$ cat config.mk
export PLATFORM = sky130hd
export DESIGN_NAME = div_rr_scheduler_flat
export DESIGN_NICKNAME = d
export VERILOG_FILES = /design/src/rtl/div_rr_scheduler_pkg.sv /design/src/rtl/div_rr_scheduler_if.sv /design/src/rtl/div_rr_scheduler_rr_pick.sv /design/src/rtl/div_rr_scheduler.sv /design/src/flat_wrapper.sv
export SDC_FILE = /design/constraint.sdc
export NUM_CORES = 1
export LEC_CHECK = 0
export BUFFER_PORTS_ARGS = -buffer_cell sky130_fd_sc_hd__buf_2
export CAP_MARGIN = 5
export CORE_MARGIN = 5
export CORE_UTILIZATION = 43
export DETAILED_ROUTE_END_ITERATION = 6
export GPL_TIMING_DRIVEN = 0
export PLACE_DENSITY = 0.85
export SYNTH_ARGS = -nofsm -noshare
export SYNTH_HDL_FRONTEND = slang
export SYNTH_HIERARCHICAL = 1
export SYNTH_SLANG_ARGS = --single-unit
$ cat constraint.sdc
create_clock -name clk -period 2.51 [get_ports clk]
set_input_delay 0.1255 -clock clk [delete_from_list [all_inputs] [get_ports clk]]
set_output_delay 0.1255 -clock clk [all_outputs]
set_load 0.02 [all_outputs]
$ cat src/rtl/div_rr_scheduler_pkg.sv
// Shared types for the divider round-robin scheduler.
//   state_t   : scheduler FSM encoding
//   status_t  : response status code returned with done
//   cpl_status: maps coincident divider completion flags to a status
package div_sched_pkg;

  typedef enum logic [1:0] {
    IDLE  = 2'd0,
    ISSUE = 2'd1,
    WAIT  = 2'd2,
    RESP  = 2'd3
  } state_t;

  typedef logic [1:0] status_t;

  localparam status_t ST_OK  = 2'b00;
  localparam status_t ST_OVF = 2'b01;
  localparam status_t ST_DVZ = 2'b10;
  localparam status_t ST_TMO = 2'b11;

  // Divide-by-zero outranks overflow, which outranks a clean result.
  function automatic status_t cpl_status(input logic dvz, input logic ovf);
    if (dvz) return ST_DVZ;
    if (ovf) return ST_OVF;
    return ST_OK;
  endfunction

endpackage

$ cat src/rtl/div_rr_scheduler_if.sv
// Bus bundle between requesters, the scheduler and the shared divider.
//   Requester side : req, req_a, req_b -> gnt, done, rsp_q, rsp_status
//   Divider side   : div_start, div_sclr, div_a, div_b -> div_valid, div_ovf, div_dvz, div_q
//   master modport : the scheduler; slave modport : requesters + divider
interface div_rr_scheduler_if
  import div_sched_pkg::*;
#(
  parameter int unsigned N_REQ = 4,
  parameter int unsigned DW    = 10
);

  logic [N_REQ-1:0]    req;
  logic [N_REQ*DW-1:0] req_a;
  logic [N_REQ*DW-1:0] req_b;
  logic [N_REQ-1:0]    gnt;
  logic [N_REQ-1:0]    done;
  logic [DW-1:0]       rsp_q;
  status_t             rsp_status;

  logic                div_start;
  logic                div_sclr;
  logic [DW-1:0]       div_a;
  logic [DW-1:0]       div_b;
  logic                div_valid;
  logic                div_ovf;
  logic                div_dvz;
  logic [DW-1:0]       div_q;

  modport master (
    input  req, req_a, req_b, div_valid, div_ovf, div_dvz, div_q,
    output gnt, done, rsp_q, rsp_status, div_start, div_sclr, div_a, div_b
  );

  modport slave (
    output req, req_a, req_b, div_valid, div_ovf, div_dvz, div_q,
    input  gnt, done, rsp_q, rsp_status, div_start, div_sclr, div_a, div_b
  );

endinterface

$ cat src/rtl/div_rr_scheduler_rr_pick.sv
// Combinational round-robin picker.
//   req     : request vector
//   rr_ptr  : index of the last served requester
//   win_oh  : one-hot winner (zero when no request)
//   win_idx : winner index, searched from rr_ptr+1 with wrap
module rr_pick #(
  parameter int unsigned N_REQ = 4,
  parameter int unsigned IW    = 2
) (
  input  logic [N_REQ-1:0] req,
  input  logic [IW-1:0]    rr_ptr,
  output logic [N_REQ-1:0] win_oh,
  output logic [IW-1:0]    win_idx
);

  // Scan farthest-first so the nearest set bit after rr_ptr is the last write.
  always_comb begin
    int unsigned j;
    j       = 0;
    win_idx = '0;
    for (int k = N_REQ; k >= 1; k--) begin
      j = (32'(rr_ptr) + 32'(k)) % N_REQ;
      if (req[IW'(j)]) win_idx = IW'(j);
    end
    win_oh = (|req) ? (N_REQ'(1) << win_idx) : '0;
  end

endmodule

$ cat src/rtl/div_rr_scheduler.sv
// Round-robin scheduler sharing one sequential divider among N_REQ requesters.
//   clk, sclr_n : clock and synchronous active-low reset
//   bus         : requester and divider handshake bundle (master side)
//   sched_busy  : high whenever the scheduler is not IDLE
// Optional watchdog: define DIV_SCHED_TIMEOUT_EN to abort WAIT after TMO_CYC cycles.
module div_rr_scheduler
  import div_sched_pkg::*;
#(
  parameter int unsigned N_REQ   = 4,
  parameter int unsigned DW      = 10,
  parameter int unsigned TMO_CYC = 64
) (
  input  logic               clk,
  input  logic               sclr_n,
  div_rr_scheduler_if.master bus,
  output logic               sched_busy
);

  localparam int unsigned IW = $clog2(N_REQ);

  state_t           state, state_nx;
  logic [IW-1:0]    idx, idx_nx, rr_ptr, rr_ptr_nx, win_idx;
  logic [N_REQ-1:0] win_oh, gnt_nx, done_nx;
  logic [DW-1:0]    a_nx, b_nx, q_nx;
  status_t          status_nx;
  logic             start_nx, any_req, cpl, tmo_pulse;

  assign any_req = |bus.req;
  assign cpl     = bus.div_valid | bus.div_ovf | bus.div_dvz;

  rr_pick #(.N_REQ(N_REQ), .IW(IW)) u_pick (
    .req     (bus.req),
    .rr_ptr  (rr_ptr),
    .win_oh  (win_oh),
    .win_idx (win_idx)
  );

`ifdef DIV_SCHED_TIMEOUT_EN
  localparam int unsigned CW = $clog2(TMO_CYC) + 1;
  logic [CW-1:0] wd_cnt;

  // Held at zero outside WAIT, so it starts from zero on every WAIT entry.
  always_ff @(posedge clk) begin
    if (!sclr_n || state != WAIT) wd_cnt <= '0;
    else                          wd_cnt <= wd_cnt + CW'(1);
  end

  // A completion in the expiry cycle takes precedence over the timeout.
  assign tmo_pulse = (state == WAIT) && !cpl && (wd_cnt == CW'(TMO_CYC - 1));
`else
  logic tmo_cyc_unused;
  assign tmo_cyc_unused = (TMO_CYC == 0);
  assign tmo_pulse      = 1'b0;
`endif

  // Divider is cleared alongside this block and on a watchdog abort.
  assign bus.div_sclr = ~sclr_n | tmo_pulse;

  // State register.
  always_ff @(posedge clk) begin
    if (!sclr_n) state <= IDLE;
    else         state <= state_nx;
  end

  // Next-state logic.
  always_comb begin
    state_nx = state;
    case (state)
      IDLE:    if (any_req) state_nx = ISSUE;
      ISSUE:   state_nx = WAIT;
      WAIT:    if (cpl || tmo_pulse) state_nx = RESP;
      RESP:    state_nx = IDLE;
      default: state_nx = IDLE;
    endcase
  end

  // Next values of the registered outputs and datapath.
  always_comb begin
    gnt_nx    = '0;
    done_nx   = '0;
    start_nx  = 1'b0;
    idx_nx    = idx;
    rr_ptr_nx = rr_ptr;
    a_nx      = bus.div_a;
    b_nx      = bus.div_b;
    q_nx      = bus.rsp_q;
    status_nx = bus.rsp_status;
    case (state)
      IDLE: begin
        if (any_req) begin
          gnt_nx = win_oh;
          idx_nx = win_idx;
          a_nx   = bus.req_a[int'(win_idx)*DW +: DW];
          b_nx   = bus.req_b[int'(win_idx)*DW +: DW];
        end
      end
      ISSUE: start_nx = 1'b1;
      WAIT: begin
        if (cpl) begin
          status_nx = cpl_status(bus.div_dvz, bus.div_ovf);
          q_nx      = bus.div_dvz ? '0 : bus.div_q;
          done_nx   = N_REQ'(1) << idx;
        end else if (tmo_pulse) begin
          status_nx = ST_TMO;
          q_nx      = '0;
          done_nx   = N_REQ'(1) << idx;
        end
      end
      RESP:    rr_ptr_nx = idx;
      default: ;
    endcase
  end

  // Output and datapath registers.
  always_ff @(posedge clk) begin
    if (!sclr_n) begin
      idx            <= '0;
      rr_ptr         <= IW'(N_REQ - 1);
      bus.gnt        <= '0;
      bus.done       <= '0;
      bus.div_start  <= 1'b0;
      bus.div_a      <= '0;
      bus.div_b      <= '0;
      bus.rsp_q      <= '0;
      bus.rsp_status <= ST_OK;
      sched_busy     <= 1'b0;
    end else begin
      idx            <= idx_nx;
      rr_ptr         <= rr_ptr_nx;
      bus.gnt        <= gnt_nx;
      bus.done       <= done_nx;
      bus.div_start  <= start_nx;
      bus.div_a      <= a_nx;
      bus.div_b      <= b_nx;
      bus.rsp_q      <= q_nx;
      bus.rsp_status <= status_nx;
      sched_busy     <= (state_nx != IDLE);
    end
  end

endmodule

$ cat src/flat_wrapper.sv
// flat-port wrapper written by rule: the top's interface ports become plain ports
module div_rr_scheduler_flat import div_sched_pkg::*;
#(
  parameter int unsigned N_REQ   = 4,
  parameter int unsigned DW      = 10,
  parameter int unsigned TMO_CYC = 64
)
  (clk, sclr_n, sched_busy, bus_req, bus_req_a, bus_req_b, bus_div_valid, bus_div_ovf, bus_div_dvz, bus_div_q, bus_gnt, bus_done, bus_rsp_q, bus_rsp_status, bus_div_start, bus_div_sclr, bus_div_a, bus_div_b);
  div_rr_scheduler_if #(.N_REQ(N_REQ), .DW(DW)) bus_i ();
  input  logic clk;
  input  logic sclr_n;
  output logic sched_busy;
  input wire logic [$bits(bus_i.req)-1:0] bus_req;
  input wire logic [$bits(bus_i.req_a)-1:0] bus_req_a;
  input wire logic [$bits(bus_i.req_b)-1:0] bus_req_b;
  input wire logic [$bits(bus_i.div_valid)-1:0] bus_div_valid;
  input wire logic [$bits(bus_i.div_ovf)-1:0] bus_div_ovf;
  input wire logic [$bits(bus_i.div_dvz)-1:0] bus_div_dvz;
  input wire logic [$bits(bus_i.div_q)-1:0] bus_div_q;
  output wire logic [$bits(bus_i.gnt)-1:0] bus_gnt;
  output wire logic [$bits(bus_i.done)-1:0] bus_done;
  output wire logic [$bits(bus_i.rsp_q)-1:0] bus_rsp_q;
  output wire logic [$bits(bus_i.rsp_status)-1:0] bus_rsp_status;
  output wire logic [$bits(bus_i.div_start)-1:0] bus_div_start;
  output wire logic [$bits(bus_i.div_sclr)-1:0] bus_div_sclr;
  output wire logic [$bits(bus_i.div_a)-1:0] bus_div_a;
  output wire logic [$bits(bus_i.div_b)-1:0] bus_div_b;
  assign bus_i.req = bus_req;
  assign bus_i.req_a = bus_req_a;
  assign bus_i.req_b = bus_req_b;
  assign bus_i.div_valid = bus_div_valid;
  assign bus_i.div_ovf = bus_div_ovf;
  assign bus_i.div_dvz = bus_div_dvz;
  assign bus_i.div_q = bus_div_q;
  assign bus_gnt = bus_i.gnt;
  assign bus_done = bus_i.done;
  assign bus_rsp_q = bus_i.rsp_q;
  assign bus_rsp_status = bus_i.rsp_status;
  assign bus_div_start = bus_i.div_start;
  assign bus_div_sclr = bus_i.div_sclr;
  assign bus_div_a = bus_i.div_a;
  assign bus_div_b = bus_i.div_b;
  div_rr_scheduler #(.N_REQ(N_REQ), .DW(DW), .TMO_CYC(TMO_CYC)) u_core (.clk(clk), .sclr_n(sclr_n), .bus(bus_i), .sched_busy(sched_busy));
endmodule
==> impl_metrics.env <==
export IMPL_status="completed"
export IMPL_postCtsSetupRepairBufs=0
export IMPL_die_area_um2=6830
export IMPL_reg2reg_to="u_core/bus.div_a[1]"
export IMPL_netlist_top_cells_area="dfxtp_1 42%, mux4_2 20%, a22o_1 12%"
export IMPL_yosys_cell_types_count=41
export IMPL_rsz0062_at_grt="no"
export IMPL_vias=2116
export IMPL_pwr_share_seq=0.388
export IMPL_switchingPower_mw=1.00
export IMPL_syn_avg_cell_area_um2=12.3
export IMPL_seqCellArea_um2=961
export IMPL_reg2reg_from="u_core/rr_ptr[1]"
export IMPL_worstPathArrival_ns=2.43
export IMPL_path_depth=6
export IMPL_fin_crit_ns=2.24
export IMPL_synth_edff_count=0
export IMPL_ys_ff_latch=48
export IMPL_rrSetupSlack_ns=0.27
export IMPL_io_buffers=141
export IMPL_cts_tree="built"
export IMPL_startpoint="u_core/rr_ptr[1]"
export IMPL_cts_path_max_buffers=2
export IMPL_path_buf_inv=1
export IMPL_end_kind="register"
export IMPL_grt_pass1_wl_um=9270
export IMPL_crit_slowest_cell="mux4_2"
export IMPL_drt_pass1_iterations=4
export IMPL_hold_path_depth=2
export IMPL_yosysWarnings=6
export IMPL_total_power_mw=2.72
export IMPL_min_delay_path_class="in2reg"
export IMPL_max_slew_margin=0.557
export IMPL_fin_nets=435
export IMPL_fin_skew_ns=0.00376
export IMPL_postSynthCellCount=184
export IMPL_ant_nets=0
export IMPL_p_comb_frac=0.450
export IMPL_crit_type="reg2reg"
export IMPL_overflow=0
export IMPL_critPathMaxFanout=10
export IMPL_synth_area_um2=2270
export IMPL_max_freq_mhz=446
export IMPL_viasPerCell=5.25
export IMPL_cts_max_level=2
export IMPL_post_place_cells=395
export IMPL_synthFlopType="dfxtp_1"
export IMPL_gp_congestion=0.724
export IMPL_die_h_um=82.7
export IMPL_start_util=0.445
export IMPL_drive_above_1_share=0.547
export IMPL_slew_viol_final=0
export IMPL_die_w_um=82.7
export IMPL_syn_to_final_growth_pct=38.7
export IMPL_cp_required_ns=2.70
export IMPL_syn_nets=287
export IMPL_setup_tns_ns=0
export IMPL_fin_cells=403
export IMPL_holdBufCountCts=0
export IMPL_max_stage_delay_ns=0.56
export IMPL_dp_slack_ns=0.196
export IMPL_async_flop_share=0
export IMPL_grt_pass1_vias=2033
export IMPL_core_rowCount=26
export IMPL_synth_top_cell_area_share=0.423
export IMPL_grt_max_degree=15
export IMPL_drc_errors=0
export IMPL_numCtsBuffers=5
export IMPL_setup_viol=0
export IMPL_ir_drop_v=0.000408
export IMPL_hold_violations=0
export IMPL_worst_slack_ns=0.267
export IMPL_antenna_found_initial=0
export IMPL_cts_sinks=48
export IMPL_max_cap_violations=0
export IMPL_cp_top_family="compound AO/OA/AOI/OAI gates"
export IMPL_grt_usage=0.178
export IMPL_routedWlPerCell_um=16.1
export IMPL_internal_power_mw=1.71
export IMPL_placed_cell_area_um2=3060
export IMPL_wirelength_um=6480
export IMPL_yosysTopAreaCell="dfxtp_1"
export IMPL_fillers=447
export IMPL_cts_resized_gates=0
export IMPL_antenna_cells=0
export IMPL_path_cells="and2b_4 -> a21oi_1 -> o221ai_1 -> buf_2 -> mux4_2 -> a22o_1"
export IMPL_core_area_um2=5110
export IMPL_worstSetupEndpoint="u_core/bus.div_a[1]"
export IMPL_clkPwrFrac=0.162
export IMPL_finalInstanceArea_um2=3150
export IMPL_cp_start_kind="register"
export IMPL_leakage_nw=1.53
export IMPL_dp_final_hpwl_um=5290
export IMPL_p_per_area_nw_per_um2=862
export IMPL_ios=142
export IMPL_tightest_slew_ns=0.665
export IMPL_finalCritPeriodShare=0.894
export IMPL_drt_iter0_markers=52
export IMPL_root_buffer="clkbuf_8"
export IMPL_clock_latency_ns=0.29
export IMPL_ys_seq_area_frac=0.423
export IMPL_r2r_cells=6
export IMPL_clk_transition_reported_paths_ns=0.08
export IMPL_switching_share=0.370
export IMPL_multiInputGateArea_um2=1200
[power groups by stage]
| stage | Sequential (mW) | Clock (mW) | Combinational [mW] |
|---|---|---|---|
| 2_1_floorplan | 1.25 | 0 | 0.655 |
| 3_3_place_gp | 1.06 | 0 | 1.21 |
| 4_1_cts | 1.05 | 0.464 | 1.24 |
| 6_report | 1.05 | 0.441 | 1.22 |
| 5_1_grt | 1.07 | 0.487 | 1.32 |
| 3_5_place_dp | 1.07 | 0 | 1.24 |
[layout make-up]
class	instances	share of cell area
multi-input combinational	116	0.381
clock inverter	1	0.00278
sequential	48	0.305
buffer	14	0.0282
inverter	6	0.00715
tap	70	0.0278
timing repair buffer	141	0.224
clock buffer	7	0.0242
[worst reg2reg max path, delay by kind of cell, from the launching register on]
| kind | cells | cell delay, ns |
|---|---|---|
| AOI/OAI and AO/OA | 3 | 0.57 |
| muxes | 1 | 0.56 |
| buffers and inverters | 1 | 0.40 |
| DFF | 1 | 0.35 |
| and+or+nand+nor | 1 | 0.26 |
[state kept, by name, summed over array words and instances, names as in the netlist]
register / cells
u_core/rr_ptr: 2
u_core/bus.gnt: 4
u_core/bus.div_start: 1
u_core/state: 2
u_core/bus.div_b: 10
u_core/idx: 2
u_core/bus.done: 4
u_core/bus.rsp_status: 2
u_core/bus.div_a: 10
u_core/bus.rsp_q: 10
u_core/sched_busy: 1
[kinds of logic (layout without fill, tap and decap cells)]
group,count (synthesis),after routing,synth area share
AND/OR/NAND/NOR,31,31,0.0766
adder cells (fa/ha/maj),4,4,0.0220
multiplexers,24,24,0.216
flip-flops,48,48,0.423
AO/OA/AOI/OAI,57,57,0.213
buffers and inverters,20,169,0.0490
[metal layers]
| layer | vias to the layer above | wire (µm) | track usage | share of wire |
|---|---|---|---|---|
| met2 | 98 | 3300 | 0.306 | 0.51 |
| li1 | 1009 | - | - | - |
| met4 | 0 | 83 | 0.0670 | 0.013 |
| met1 | 1002 | 2450 | 0.208 | 0.38 |
| met5 | - | 0 | 0 | 0 |
| met3 | 7 | 650 | 0.0553 | 0.10 |
[synth_stat cells, types with 2 or more instances]
cell	count
nor2b_1	2
a22o_1	30
buf_4	2
clkbuf_1	4
nand2_1	3
nor2_2	2
o21ai_1	2
and2_1	9
ha_1	4
o21ai_0	3
dfxtp_1	48
nor2_1	8
buf_2	5
o21bai_1	2
buf_6	3
nor3b_1	2
mux4_2	20
inv_1	5
o21a_1	2
mux2i_1	4
a21oi_1	3
nand2b_1	2
[worst min-delay path by stage]
stage                       from                   to
finish              bus_div_q[1]  u_core/bus.rsp_q[1]
global route        bus_div_q[1]  u_core/bus.rsp_q[1]
CTS                 bus_div_q[1]  u_core/bus.rsp_q[1]
detailed placement  bus_div_q[1]  u_core/bus.rsp_q[1]
global placement    bus_div_q[1]  u_core/bus.rsp_q[1]
floorplan           bus_div_q[0]  u_core/bus.rsp_q[0]
[layout by cell type, fill, tap and decap left out, types with 3 or more instances in the layout]
cell type / netlist / routed
nor2_1: 8 / 8
a22o_1: 30 / 30
clkbuf_8: 0 / 5
clkbuf_1: 4 / 6
a21oi_1: 3 / 3
buf_6: 3 / 3
ha_1: 4 / 4
nand2_1: 3 / 3
buf_2: 5 / 146
o21ai_0: 3 / 3
and2_1: 9 / 9
mux2i_1: 4 / 4
dfxtp_1: 48 / 48
inv_1: 5 / 5
mux4_2: 20 / 20
[stage by stage]
step,hold slack [ns],utilization
detailed placement,0.345,0.600
finish,0.0335,0.617
global placement,0.335,0.600
global route,0.0221,0.617
CTS,0.0224,0.617
floorplan,0.251,-
No activity file was read; power rests on OpenSTA's default activity.
